[src/rtl/synchro_pkg.sv]
// Shared constants and the count-vector type for the synchro counter.
// SYNCHRO_GRAY_EN (in synchro.sv) selects a registered Gray-coded output.
package synchro_pkg;

    localparam int SYNCHRO_W       = 4;
    localparam int SYNCHRO_MOD_DEF = 16;

    typedef logic [SYNCHRO_W-1:0] synchro_cnt_t;

    function automatic synchro_cnt_t synchro_gray(synchro_cnt_t b);
        return b ^ (b >> 1);
    endfunction

endpackage

[src/rtl/synchro_tff.sv]
// Single toggle cell with synchronous active-high reset.
module synchro_tff (
    input  logic clk,
    input  logic reset,
    input  logic t,
    output logic q
);

    logic r_q;

    always_ff @(posedge clk) begin
        if (reset) begin
            r_q <= 1'b0;
        end else begin
            r_q <= r_q ^ t;
        end
    end

    assign q = r_q;

endmodule

[src/rtl/synchro.sv]
// Free-running synchronous modulo-MODULUS counter built from toggle cells.
// Define SYNCHRO_GRAY_EN to register a Gray-coded copy of the count onto q.
module synchro
    import synchro_pkg::*;
#(
    parameter int MODULUS = SYNCHRO_MOD_DEF
) (
    input  logic       clk,
    input  logic       reset,
    output logic [3:0] q
);

    if ((MODULUS < 2) || (MODULUS > 16)) begin : g_bad_modulus
        $error("synchro: MODULUS must be within 2..16");
    end

    localparam logic         LP_TRUNC = (MODULUS != SYNCHRO_MOD_DEF);
    localparam synchro_cnt_t LP_TC    = synchro_cnt_t'(MODULUS - 1);

    synchro_cnt_t w_cnt;
    synchro_cnt_t w_carry;
    synchro_cnt_t w_t;
    logic         w_tc;

    always_comb begin
        logic v_acc;
        v_acc   = 1'b1;
        w_carry = '0;
        for (int i = 0; i < SYNCHRO_W; i++) begin
            w_carry[i] = v_acc;
            v_acc      = v_acc & w_cnt[i];
        end
        // Terminal or illegal count: toggle exactly the set bits so all clear.
        w_tc = LP_TRUNC && (w_cnt >= LP_TC);
        w_t  = w_tc ? w_cnt : w_carry;
    end

    for (genvar g = 0; g < SYNCHRO_W; g++) begin : g_cell
        synchro_tff u_tff (
            .clk   (clk),
            .reset (reset),
            .t     (w_t[g]),
            .q     (w_cnt[g])
        );
    end

`ifdef SYNCHRO_GRAY_EN
    synchro_cnt_t w_next;
    synchro_cnt_t r_gray;

    assign w_next = w_cnt ^ w_t;

    always_ff @(posedge clk) begin
        if (reset) begin
            r_gray <= '0;
        end else begin
            r_gray <= synchro_gray(w_next);
        end
    end

    assign q = r_gray;
`else
    assign q = w_cnt;
`endif

endmodule

[config.mk]
export PLATFORM = sky130hd
export DESIGN_NAME = synchro
export DESIGN_NICKNAME = d
export VERILOG_FILES = /design/src/rtl/synchro_pkg.sv /design/src/rtl/synchro_tff.sv /design/src/rtl/synchro.sv
export SDC_FILE = /design/constraint.sdc
export NUM_CORES = 1
export LEC_CHECK = 0
export BUFFER_PORTS_ARGS = -buffer_cell sky130_fd_sc_hd__clkbuf_2
export CORE_AREA = 5 5 42 44
export CTS_BUF_LIST = sky130_fd_sc_hd__clkbuf_4 sky130_fd_sc_hd__clkbuf_8
export DETAILED_ROUTE_END_ITERATION = 8
export DIE_AREA = 0 0 47 49
export PLACE_DENSITY = 0.3
export RECOVER_POWER = 25
export SLEW_MARGIN = 20
export SYNTH_ARGS = -nofsm -noshare
export SYNTH_HDL_FRONTEND = slang
export SYNTH_HIERARCHICAL = 1
export SYNTH_SLANG_ARGS = --single-unit
[constraint.sdc]
create_clock -name clk -period 0.95 [get_ports clk]
set_input_delay 0.095 -clock clk [delete_from_list [all_inputs] [get_ports clk]]
set_output_delay 0.095 -clock clk [all_outputs]
set_load 0.005 [all_outputs]
Yosys cells after proc, flatten, opt, wreduce, memory -nomap -nowiden
Index checks and enable logic that the tools add are counted.
W data, S select, Z words.
- register bits: 4
- word-level logic and storage cells: 10
- bits of input ports: 2
- bitwise operators: 6
- operators with widths (cell ; count):
    $xor A1 B1 Y1 ; 3
    $and A1 B1 Y1 ; 2
    $not A1 Y1 ; 1

Logic depth before layout (Yosys ltp)
- depth in word-level cells: 3
- depth in mapped cells: 3

Modules after synthesis
The synthesis kept the hierarchy.
- by module, submodules not included (module ; cells each ; area an instance (sq um) ; sequential area each (sq um) ; instances):
    synchro_tff ; 3 ; 32.5 ; 20.0 ; 4
    synchro ; 4 ; 23.8 ; 0.0 ; 1

Worst setup path before layout
Ideal clock, no wire load.
- path kind: flip-flop to flip-flop
- from: register g_cell[0].u_tff.r_q
- to: register g_cell[3].u_tff.r_q
- setup slack: 135 ps
- data required time: 835 ps
- cell stages (with the launch flop): 4
- path buffers: 0
- library setup time: 115 ps
- arrival time: 701 ps
- path through: dfxtp_1 -> and3_1 -> xnor2_1 -> nor2_1
- word-level cells in the longest chain between the ends: 3
- RTL lines (item ; line ; RTL):
    start, declared ; synchro_tff.sv:9 ; logic r_q;
    start signal, assigned ; synchro_tff.sv:15 ; r_q <= r_q ^ t;
    $and A1 B1 Y1 (2 in a row) ; synchro.sv:31 ; v_acc = v_acc & w_cnt[i];
    net w_carry[3] ; synchro.sv:21 ; synchro_cnt_t w_carry;
    $xor A1 B1 Y1 ; synchro_tff.sv:15 ;
    end signal, assigned ; synchro_tff.sv:15 ;
    end, declared ; synchro_tff.sv:9 ;
The timed path passes the listed nets, and every way through them passes these cells.
A chain may end at the register's enable or synchronous reset.

Worst setup path after layout
- from: register g_cell[0].u_tff.r_q
- to: output q[0]
- RTL lines (item ; line ; RTL):
    end, declared ; synchro.sv:10 ; output logic [3:0] q
No word-level cell between the ends.

==> run summary <==
largest family of logic cells by synthesized area = XOR/XNOR gates
starting DRC count in detailed routing = 1
CP max stage cell = dfxtp_2
Max Freq = 1128 MHz
worst-path cell chain = buf_4 -> clkbuf_2
Sequential Power Share = 0.424
CP delay by family, top = flip-flops
Synth Instances = 16
Min-Delay Path Class = in -> reg
final net count = 28
DRC = 0
RSZ-0062 raised after global routing = no
CTS buffer count = 3
Layout Skew = 0.001863 ns
max cap viols = 0
delay of the slowest critical-path stage = 0.31 ns
endpoints failing hold = 0
yosys synthesis warning count = 6
Final ANT Viol Nets = 0
Yosys reg bits = 4
Crit Path Category = reg -> out
drt wl/cell = 7.575 µm
Setup crit end kind = primary output
CP required = 0.85 ns
R2R Setup Slk = 0.12 ns
clk slew on worst S/H paths = 0.04 ns
setup TNS = 0 ns
Die Ht = 49 µm
CTS tree = yes
Die X = 47 µm
CP max FO = 3
Slew Limit Fails = 0
Critical Path Start = g_cell[0].u_tff/q$_SDFF_PP0_
period utilisation layout = 0.9334
DR vias/cell = 3.175
initial antenna violation count = 0
Clock Sink Count = 4
row count = 14
post-synthesis cell type count = 7
Seq/Total Area, Yosys = 0.5203
number of global-route vias before repair = 132
Die ar. = 2303 µm²
Port Buf Inserts = 5
CTS Root Cell = clkbuf_4
largest area contributor in the synthesized netlist = dfxtp_1
crit path capture = q[0]
Synth Area in Adders = 0
# IOs = 6
startpoint types = register
Via Count = 127
compound-gate portion of the synthesized area = 0
outcome = complete, no violations
drt first pass iters = 4
Routed WL = 303 µm
Switching Fraction = 0.2229
H-tree level count = 1
max reg flops = 4
Global Route Usage Sum = 0.03803
antenna diode count = 0
Tmin final = 0.8867 ns
Synth top area share = 0.5203
Crit Reg-Reg Startpoint = g_cell[2].u_tff/q$_SDFF_PP0_
gpl congestion = 0.6768
Critical Path AT = 0.79 ns
Final Core Density = 0.1589
Switch Pwr = 0.1022 mW
Overflow after GRT = 0
CP bufs+invs = 2
Syn Std Cell Area = 153.9 µm²
Synth Area in Simple Gates = 0.1789
peak supply drop = 0.7196 mV
core area = 1401 µm²
initial core utilization = 0.1098
Pint = 0.3562 mW
synth top area cells = dfxtp_1, xnor2_1, nor2_1, buf_4, and2_1
P&R area growth vs syn = 44.72%
fill count = 167
largest net degree at the start of global routing = 5
Clock Tree Buf Depth = 2
first-pass GRT wire length = 531 µm
R2R cell count = 3
reg-to-reg endpoint = g_cell[3].u_tff/q$_SDFF_PP0_
clock share of power = 0.457
post-synthesis xor/xnor area fraction = 0.2276
combinational power share = 0.120
syn avg cell area = 9.619 µm²
Skew-Pair Late Insertion Delay = 0.23 ns
hold buffers post-CTS = 0
leakage power = 0.09896 nW
share of cells above drive strength 1 = 0.4167
PD cells = 2058 nW/µm²
post-synthesis mux area share = 0
Synthesized Nets = 18
Critical Path Stages = 2
Final Setup Violations = 0
synthesized netlist by cell type:
| cell type | instances |
|---|---|
| dfxtp_1 | 4 |
| xnor2_1 | 4 |
| conb_1 | 1 |
| and3_1 | 1 |
| nor2_1 | 4 |
| and2_1 | 1 |
| buf_4 | 1 |
timing repair:
action / CTS / global route
resized for setup: 0 / 1
endpoints found under the hold margin: 0 / 0
buffers inserted: 0 / 0
endpoints found under the setup margin: 0 / 1
cells by family after synthesis:
kind of cell / Yosys count
AND/OR/NAND/NOR: 6
XOR/XNOR: 4
buffers and inverters: 1
flip-flops: 4
other: 1
power groups by stage:
stage	logic [mW]	clock network [mW]	registers, mW
2_1_floorplan	0.0310	0	0.198
3_3_place_gp	0.0546	0	0.194
3_5_place_dp	0.0546	0	0.195
4_1_cts	0.0554	0.219	0.193
5_1_grt	0.0621	0.259	0.196
6_report	0.0549	0.209	0.194
worst min path at each step:
stage,endpoint,cells past startpoint,slack [ns],start
6_report,g_cell[2].u_tff/q$_SDFF_PP0_,2,0.08,reset
5_1_grt,g_cell[3].u_tff/q$_SDFF_PP0_,2,0.07,reset
4_1_cts,g_cell[2].u_tff/q$_SDFF_PP0_,2,0.07,reset
3_5_place_dp,g_cell[2].u_tff/q$_SDFF_PP0_,2,0.32,reset
3_3_place_gp,g_cell[2].u_tff/q$_SDFF_PP0_,2,0.31,reset
2_1_floorplan,g_cell[0].u_tff/q$_SDFF_PP0_,1,0.17,reset
metrics by stage:
step           instances  instance area, µm²  hold slack [ns]  setup slack [ns]  total power [mW]
3_5_place_dp          37               198.9           0.3181            0.1285            0.2499
3_3_place_gp          37               198.9           0.3125            0.1420            0.2487
5_1_grt               40               222.7          0.06599           0.01697            0.5173
4_1_cts               40               221.5          0.07497           0.03995            0.4670
6_report              40               222.7          0.07920           0.06326            0.4584
2_1_floorplan         16               153.9           0.1674            0.1346            0.2289
metal layers:
layer,GRT usage,vias to the layer above,wire length (µm)
li1,-,63,-
met1,0.04176,53,158
met2,0.02941,11,68
met3,0.07011,0,76
met4,0.01382,0,0
met5,0,-,0
area by class of cell:
class	count	area (µm²)	area share
flip-flops and latches	4	81.33	0.3652
multi-input cells	11	66.31	0.2978
repair buffers	6	32.53	0.1461
clock buffers	3	22.52	0.1011
well taps	16	20.02	0.08989
layout by cell type (no fill, tap or decap):
| master | synthesis | final |
|---|---|---|
| clkbuf_2 | 0 | 5 |
| clkbuf_4 | 0 | 3 |
| and2_1 | 1 | 1 |
| nor2_1 | 4 | 4 |
| conb_1 | 1 | 1 |
| buf_4 | 1 | 1 |
| and3_1 | 1 | 1 |
| dfxtp_1 | 4 | 3 |
| xnor2_1 | 4 | 4 |
| dfxtp_2 | 0 | 1 |
(Power assumes the default switching activity.)
